[src/rtl/decode_stage.sv]
// RV32I decode stage: field extraction, immediate generation, 32-entry register file and a valid/ready output register.
// Optional macro DECODE_BYPASS_EN forwards a same-edge write-back into the captured operands.
module decode_stage #(
   parameter int XLEN = 32
) (
   input  logic            clk,
   input  logic            rst_n,
   input  logic            instr_valid,
   output logic            instr_ready,
   input  logic [31:0]     instr,
   input  logic            wb_en,
   input  logic [4:0]      wb_addr,
   input  logic [XLEN-1:0] wb_data,
   output logic            out_valid,
   input  logic            out_ready,
   output logic [6:0]      opcode,
   output logic [2:0]      funct3,
   output logic            modbit,
   output logic [XLEN-1:0] imm,
   output logic [XLEN-1:0] rs1,
   output logic [XLEN-1:0] rs2,
   output logic [4:0]      rd_addr,
   output logic            illegal
);

   localparam logic [6:0] OP_R      = 7'b0110011;
   localparam logic [6:0] OP_IMM    = 7'b0010011;
   localparam logic [6:0] OP_LOAD   = 7'b0000011;
   localparam logic [6:0] OP_JALR   = 7'b1100111;
   localparam logic [6:0] OP_STORE  = 7'b0100011;
   localparam logic [6:0] OP_BRANCH = 7'b1100011;
   localparam logic [6:0] OP_LUI    = 7'b0110111;
   localparam logic [6:0] OP_AUIPC  = 7'b0010111;
   localparam logic [6:0] OP_JAL    = 7'b1101111;

   logic [XLEN-1:0] regs [32];
   logic [XLEN-1:0] rs1_val;
   logic [XLEN-1:0] rs2_val;
   logic            accept;

   function automatic logic [XLEN-1:0] imm_gen(input logic [31:0] ins);
      logic signed [31:0] v;
      case (ins[6:0])
         OP_IMM, OP_LOAD, OP_JALR: v = {{20{ins[31]}}, ins[31:20]};
         OP_STORE:                 v = {{20{ins[31]}}, ins[31:25], ins[11:7]};
         OP_BRANCH:                v = {{19{ins[31]}}, ins[31], ins[7], ins[30:25], ins[11:8], 1'b0};
         OP_LUI, OP_AUIPC:         v = {ins[31:12], 12'b0};
         OP_JAL:                   v = {{11{ins[31]}}, ins[31], ins[19:12], ins[20], ins[30:21], 1'b0};
         default:                  v = '0;
      endcase
      return XLEN'(v);
   endfunction

   function automatic logic op_legal(input logic [6:0] op);
      case (op)
         OP_R, OP_IMM, OP_LOAD, OP_JALR, OP_STORE,
         OP_BRANCH, OP_LUI, OP_AUIPC, OP_JAL: return 1'b1;
         default:                             return 1'b0;
      endcase
   endfunction

   function automatic logic mod_gen(input logic [31:0] ins);
      return ((ins[6:0] == OP_R) || (ins[6:0] == OP_IMM && ins[14:12] == 3'b101)) ? ins[30] : 1'b0;
   endfunction

   assign instr_ready = !out_valid || out_ready;
   assign accept      = instr_valid && instr_ready;

   // Register file: x0 is never written, so it stays at its reset value of zero.
   always_ff @(posedge clk or negedge rst_n) begin
      if (!rst_n) begin
         for (int i = 0; i < 32; i++) regs[i] <= '0;
      end else if (wb_en && wb_addr != 5'd0) begin
         regs[wb_addr] <= wb_data;
      end
   end

   always_comb begin
      rs1_val = (instr[19:15] == 5'd0) ? '0 : regs[instr[19:15]];
      rs2_val = (instr[24:20] == 5'd0) ? '0 : regs[instr[24:20]];
`ifdef DECODE_BYPASS_EN
      if (wb_en && wb_addr != 5'd0 && wb_addr == instr[19:15]) rs1_val = wb_data;
      if (wb_en && wb_addr != 5'd0 && wb_addr == instr[24:20]) rs2_val = wb_data;
`endif
   end

   // Output stage: captured on acceptance, held while the consumer stalls.
   always_ff @(posedge clk or negedge rst_n) begin
      if (!rst_n) begin
         out_valid <= 1'b0;
         opcode    <= '0;
         funct3    <= '0;
         modbit    <= 1'b0;
         imm       <= '0;
         rs1       <= '0;
         rs2       <= '0;
         rd_addr   <= '0;
         illegal   <= 1'b0;
      end else if (accept) begin
         out_valid <= 1'b1;
         opcode    <= instr[6:0];
         funct3    <= instr[14:12];
         modbit    <= mod_gen(instr);
         imm       <= imm_gen(instr);
         rs1       <= rs1_val;
         rs2       <= rs2_val;
         rd_addr   <= instr[11:7];
         illegal   <= !op_legal(instr[6:0]);
      end else if (out_ready) begin
         out_valid <= 1'b0;
      end
   end

endmodule

[config.mk]
export PLATFORM = sky130hd
export DESIGN_NAME = decode_stage
export DESIGN_NICKNAME = d
export VERILOG_FILES = /design/src/rtl/decode_stage.sv
export SDC_FILE = /design/constraint.sdc
export NUM_CORES = 2
export LEC_CHECK = 0
export CAP_MARGIN = 5
export CORE_AREA = 5 5 388 390
export CTS_CLUSTER_DIAMETER = 150
export DETAILED_ROUTE_END_ITERATION = 8
export DIE_AREA = 0 0 393 395
export SYNTH_ARGS = -nofsm -noshare
export SYNTH_HDL_FRONTEND = slang
export SYNTH_SLANG_ARGS = --single-unit
export TNS_END_PERCENT = 5
[constraint.sdc]
create_clock -name clk -period 3.2 [get_ports clk]
set_clock_uncertainty 0.05 [all_clocks]
set_input_delay 0.64 -clock clk [delete_from_list [all_inputs] [get_ports clk]]
set_output_delay 0.64 -clock clk [all_outputs]
set_load 0.01 [all_outputs]
After elaboration in Yosys (flattened, before gate mapping)
Cells that the tools add are included.

storage, ports and cells
  bits in registers = 1138
  bits of input ports = 74
  output and inout bits = 115
  logic and storage cells = 90

operators by class
  order comparisons = 4
  equality and inequality tests = 10
  multiplexer cells = 17
  bitwise logic cells = 3
  reduce and logical (&&, ||, !) cells = 15

operators with widths
  cell                number
  $bwmux 1024         1
  $bmux 32 s5         2
  $mux 32             7
  $demux 32 s5        1
  $pmux 32 s5         1
  $eq 7x6->1 const B  3
  $eq 7x7->1 const B  3
  $ge 6x6->1 const B  3
  $not 5->6           3
  $eq 7x5->1 const B  2
  $logic_not 5->1     2
  $reduce_or 9->1     1
  $eq 7x2->1 const B  1
  $lt 6x1->1 const B  1
  $mux 1              5
  $reduce_bool 5->1   1
  $logic_and 1x1->1   4
  $eq 3x3->1 const B  1
  $reduce_or 3->1     1
  $logic_not 1->1     2
  $logic_or 1x1->1    2
  $reduce_bool 2->1   1
  $reduce_or 2->1     1

Longest topological paths before layout
  word-level depth = 6
  depth in mapped cells = 9
  mapped depth without buffers = 5

Worst setup path before layout
Ideal clock, no wire load.

  kind = input to register
  start point = in instr[20]
  end point = reg rs2[30]
  setup time = 133 ps
  arrival time = 2278 ps
  required time = 3017 ps
  path slack = 739 ps
  stages = 9
  buffers on the path = 4
  cell sequence = buf_2 buf_6 buf_6 buf_2 mux4_2 mux2i_1 o22ai_1 a21oi_1 o21ai_0

between the ends
  longest elaborated chain between the ends = 5
  elaborated cells on any way between the ends = 6
  those cells by class = mux: 4; bitwise: 1; reduce/logical: 1

ends and longest elaborated chain
  what                                        RTL line  RTL
  start, declared                             10        input logic [31:0] instr,
  $not 5->6 (not written as such)             80        rs2_val = (instr[24:20] == 5'd0) ? '0 : regs[instr[24:20]];
  $bmux 32 s5                                 80
  $mux 32 (not written as such) (2 in a row)  80
  $mux 32 (*)                                 80
  end signal, assigned                        106       rs2 <= rs2_val;
  end, declared                               21        output logic [XLEN-1:0] rs2,

Every way passes the cells marked *; elsewhere a longest branch is shown, timed or not. The select of a mux whose other input is x is not followed.
A chain may end at the register's enable or synchronous reset.

Worst setup path in the final report
  start point = in wb_addr[2]
  end point = reg regs[988] (netlist name)

between the ends
  longest elaborated chain between the ends = 6
  elaborated cells on any way between the ends = 9
  those cells by class = order compare: 2; mux: 3; bitwise: 1; reduce/logical: 3

ends and longest elaborated chain
  what                                                                   RTL line  RTL
  start, declared                                                        12        input logic [4:0] wb_addr,
  $not 5->6 (not written as such)                                        74        regs[wb_addr] <= wb_data;
  $ge 6x6->1 (not written as such) / $lt 6x1->1 (equally long branches)  74
  $logic_and 1x1->1 (not written as such)                                74
  $mux 32 (not written as such)                                          74
  $demux 32 s5                                                           74
  $bwmux 1024                                                            74
  end signal, assigned by index                                          74
  end, declared                                                          36        logic [XLEN-1:0] regs [32];

Parallel ways exist; a longest one is shown, timed or not.

==> key figures <==
Worst setup path
  • Worst r2r src: out_valid
  • Delay-heaviest family, CP: simple AND/OR/NAND/NOR gates
  • CP Launch Type: primary input
  • Reg2Reg Depth: 7
  • Worst R2R Setup Slack: 0.88 ns
  • Worst Setup SP: wb_addr[2]
  • Worst path bufs/invs: 2
  • WP depth: 5
  • WP data arrival: 3.28 ns
  • RR Endpoint: rs1[16]
  • Max incr delay on CP: 0.95 ns
  • Crit-path max FO: 14
  • CP endpoint: regs[988]
  • Crit-path slowest cell: nor3_1
  • Critical path required time: 3.77 ns
  • Setup crit end kind: flop
  • Critical path class: primary input to flop
  • Crit-path cells: clkdlybuf4s50_1 -> nor3_1 -> nand2_4 -> buf_12 -> mux2_2

Die
  • Die X-Extent: 393 um
  • Die area: 155000 sq um
  • I/O Pins: 189
  • Core ar.: 147000 sq um
  • Row count: 141
  • Initial Utilization: 0.397
  • Die height: 395 um

Synthesis
  • Post-synthesis xor/xnor area fraction: 0
  • Number of synthesized flops with an enable pin: 0
  • Synth Instances: 3766
  • Main combinational cell family by area after synthesis: multiplexers
  • Synth Area in Compound Gates: 0.0371
  • Synth cell types: 48
  • Syn nets: 3840
  • Adder-cell share of the synthesized area: 0
  • Register area share after synthesis: 0.489
  • Synth Register Bits: 1138
  • Syn Std Cell Area: 58300 sq um
  • Ys async rst share: 1.00
  • Syn Area/Cell: 15.5 sq um
  • Simple-gate share of the synthesized area: 0.0143
  • Mux cell area share after synthesis: 0.424
  • Post-synth top flop: dfrtp_1
  • Ys Warns: 0

Clock network
  • TritonCTS Buffers: 121
  • H-Tree Depth: 3
  • Root Buffer: clkbuf_16
  • CTS Sinks: 1138
  • Later-pin clock latency in the skew report: 0.76 ns
  • CTS tree: built
  • Clock-pin slew on the worst setup and hold paths: 0.06 ns
  • Cts repair resizes: 0
  • Clock Path Buffers: 3

Timing
  • Fin. max-slew vios: 0
  • Max-slew headroom: 0.234
  • Actual slew at the worst max-slew pin: 1.14 ns
  • Setup TNS: 0 ns
  • Setup ws final: 0.499 ns
  • Fmax: 370 MHz
  • RSZ-0062 raised after global routing: false
  • # setup viols final: 0
  • Final Hold Viols: 0
  • Final Cycle Share: 0.844
  • Min Tclk post-route: 2.70 ns

Global routing
  • Overall routing resource usage: 0.242
  • First-pass GRT wire length: 277 mm
  • GRT overflow: 0
  • Largest net degree at the start of global routing: 107
  • Antenna violations before repair: 8
  • Vias in the first global route: 38500

Finish
  • P&R area growth vs syn: 17.3%
  • Final #Nets: 3984
  • Layout cells sized above 1: 0.517

Drt
  • Top Layer Used: met5
  • Routed Antenna Nets: 0
  • Total number of vias: 37100
  • DR pass1 iterations: 6
  • WL met1: 82.2 mm
  • WL final: 187 mm
  • DRC errors left: 0
  • Routed met3 length: 14.0 mm
  • Met2 Wirelength: 86.0 mm
  • Wire length per cell: 31.5 um
  • Drt initial violations: 3288
  • Via density per instance: 6.23

Placed design
  • Port bufs: 188
  • Routability cong.: 0.808
  • Dpl ws: -0.258 ns
  • DP Wirelength: 113 mm

Run status
  • Status: completed

Worst hold path
  • Worst hold stages: 3
  • Min-Delay Path Class: primary input to flop

Job
  • Max-cap viol count: 0

Pwr
  • Leak: 29.5 nW
  • Pwr dens: 618 nW/um^2
  • Worst IR Drop VDD: 519 uV
tightest hold or removal path: stages:
cell and delay (ns):
buf_8 0.17, a21oi_1 0.15, o21ai_0 0.07
final cells by class:
type / instances / area, sq um
inverters: 34 / 133
repair buffers: 440 / 5140
clock buffers: 172 / 3530
well taps: 1930 / 2410
fillers: 12800 / 78500
multi-input cells: 2175 / 28000
clock inverters: 54 / 623
diodes: 4 / 10.0
flip-flops and latches: 1138 / 28500
cells in the mapped netlist (3+ instances only):
master / n / area (sq um)
nand3b_1: 10 / 75.1
inv_1: 33 / 124
clkbuf_1: 217 / 815
a221oi_1: 5 / 43.8
nor3_1: 4 / 20.0
and3_1: 4 / 25.0
o21ai_0: 49 / 245
o21ai_1: 10 / 50.1
nand2_1: 90 / 338
buf_6: 27 / 304
buf_1: 70 / 263
or2_2: 3 / 18.8
dfrtp_1: 1138 / 28500
a21o_1: 33 / 248
nand4_1: 3 / 18.8
a221o_1: 31 / 310
mux2_2: 1026 / 11600
a2111oi_0: 32 / 280
a21oi_1: 85 / 425
mux4_2: 538 / 12100
o22ai_1: 62 / 388
nor3b_1: 5 / 37.5
nand2b_1: 5 / 31.3
a22o_1: 9 / 78.8
mux2i_1: 103 / 1030
buf_2: 89 / 445
nor2_1: 37 / 139
nor2b_1: 3 / 18.8
nand3_1: 8 / 40.0
buf_4: 15 / 113
registers in the layout, summed over array words and instances (netlist names):
| name | flops |
|---|---|
| illegal | 1 |
| regs | 1024 |
| rs1 | 32 |
| rd_addr | 5 |
| funct3 | 3 |
| out_valid | 1 |
| opcode | 7 |
| rs2 | 32 |
| modbit | 1 |
| imm | 32 |
metal layers:
layer	GRT usage	vias up
li1	-	14900
met1	0.353	20400
met2	0.371	1452
met3	0.0477	296
met4	0.0657	12
met5	0	-
placed cells by master, fill, tap and decap left out, drive strengths merged, types with 5 or more instances in the layout:
| cell | synthesis | layout |
|---|---|---|
| a21o | 33 | 33 |
| a22o | 9 | 9 |
| nand2b | 5 | 5 |
| a2111oi | 32 | 32 |
| a21oi | 85 | 85 |
| mux2 | 1026 | 1026 |
| a221oi | 5 | 5 |
| o22ai | 62 | 62 |
| nor3b | 5 | 5 |
| bufinv | 0 | 10 |
| clkbuf | 217 | 172 |
| clkinv | 0 | 35 |
| nand3 | 8 | 8 |
| nand2 | 90 | 90 |
| mux4 | 538 | 538 |
| nor2 | 37 | 37 |
| o21ai | 59 | 59 |
| a221o | 31 | 31 |
| inv | 34 | 39 |
| buf | 202 | 261 |
| clkdlybuf4s50 | 0 | 178 |
| mux2i | 103 | 103 |
| dfrtp | 1138 | 1138 |
| nand3b | 10 | 10 |
cells by family (layout without fill, tap and decap cells):
group | Yosys count | after routing
AO/OA/AOI/OAI | 327 | 327
buffers and inverters | 453 | 700
flip-flops | 1138 | 1138
multiplexers | 1667 | 1667
other | 0 | 4
AND/OR/NAND/NOR | 181 | 181
report_power, final:
| group | internal [mW] | switching, mW |
|---|---|---|
| clock | 8.49 | 6.15 |
| sequential | 17.1 | 2.03 |
| combinational | 5.26 | 3.19 |
repair_timing:
action	CTS	global route
hold endpoints to repair	14	0
hold buffers	1	0
buffers inserted	0	0
worst min-delay path by stage:
stage	startpoint	end	slack [ns]
final	instr[16]	imm[16]	0.29
after global routing	instr[16]	imm[16]	0.30
after CTS	instr[16]	imm[16]	0.23
after detailed placement	regs[998]	regs[998]	0.33
after global placement	regs[1020]	regs[1020]	0.33
after floorplan	rst_n	funct3[0]	0.29
metrics by stage:
step | hold slack (ns) | cell area (sq um) | instances | utilization | power [mW]
after floorplan | 0.294 | 58300 | 3766 | - | 24.6
after global placement | 0.326 | 64100 | 5716 | 0.437 | 27.5
after detailed placement | 0.332 | 64100 | 5716 | 0.437 | 27.8
after CTS | 0.234 | 68300 | 5943 | 0.465 | 42.5
after global routing | 0.301 | 68300 | 5943 | 0.465 | 44.0
final | 0.291 | 68300 | 5947 | 0.465 | 42.2
(Power assumes the default switching activity.)
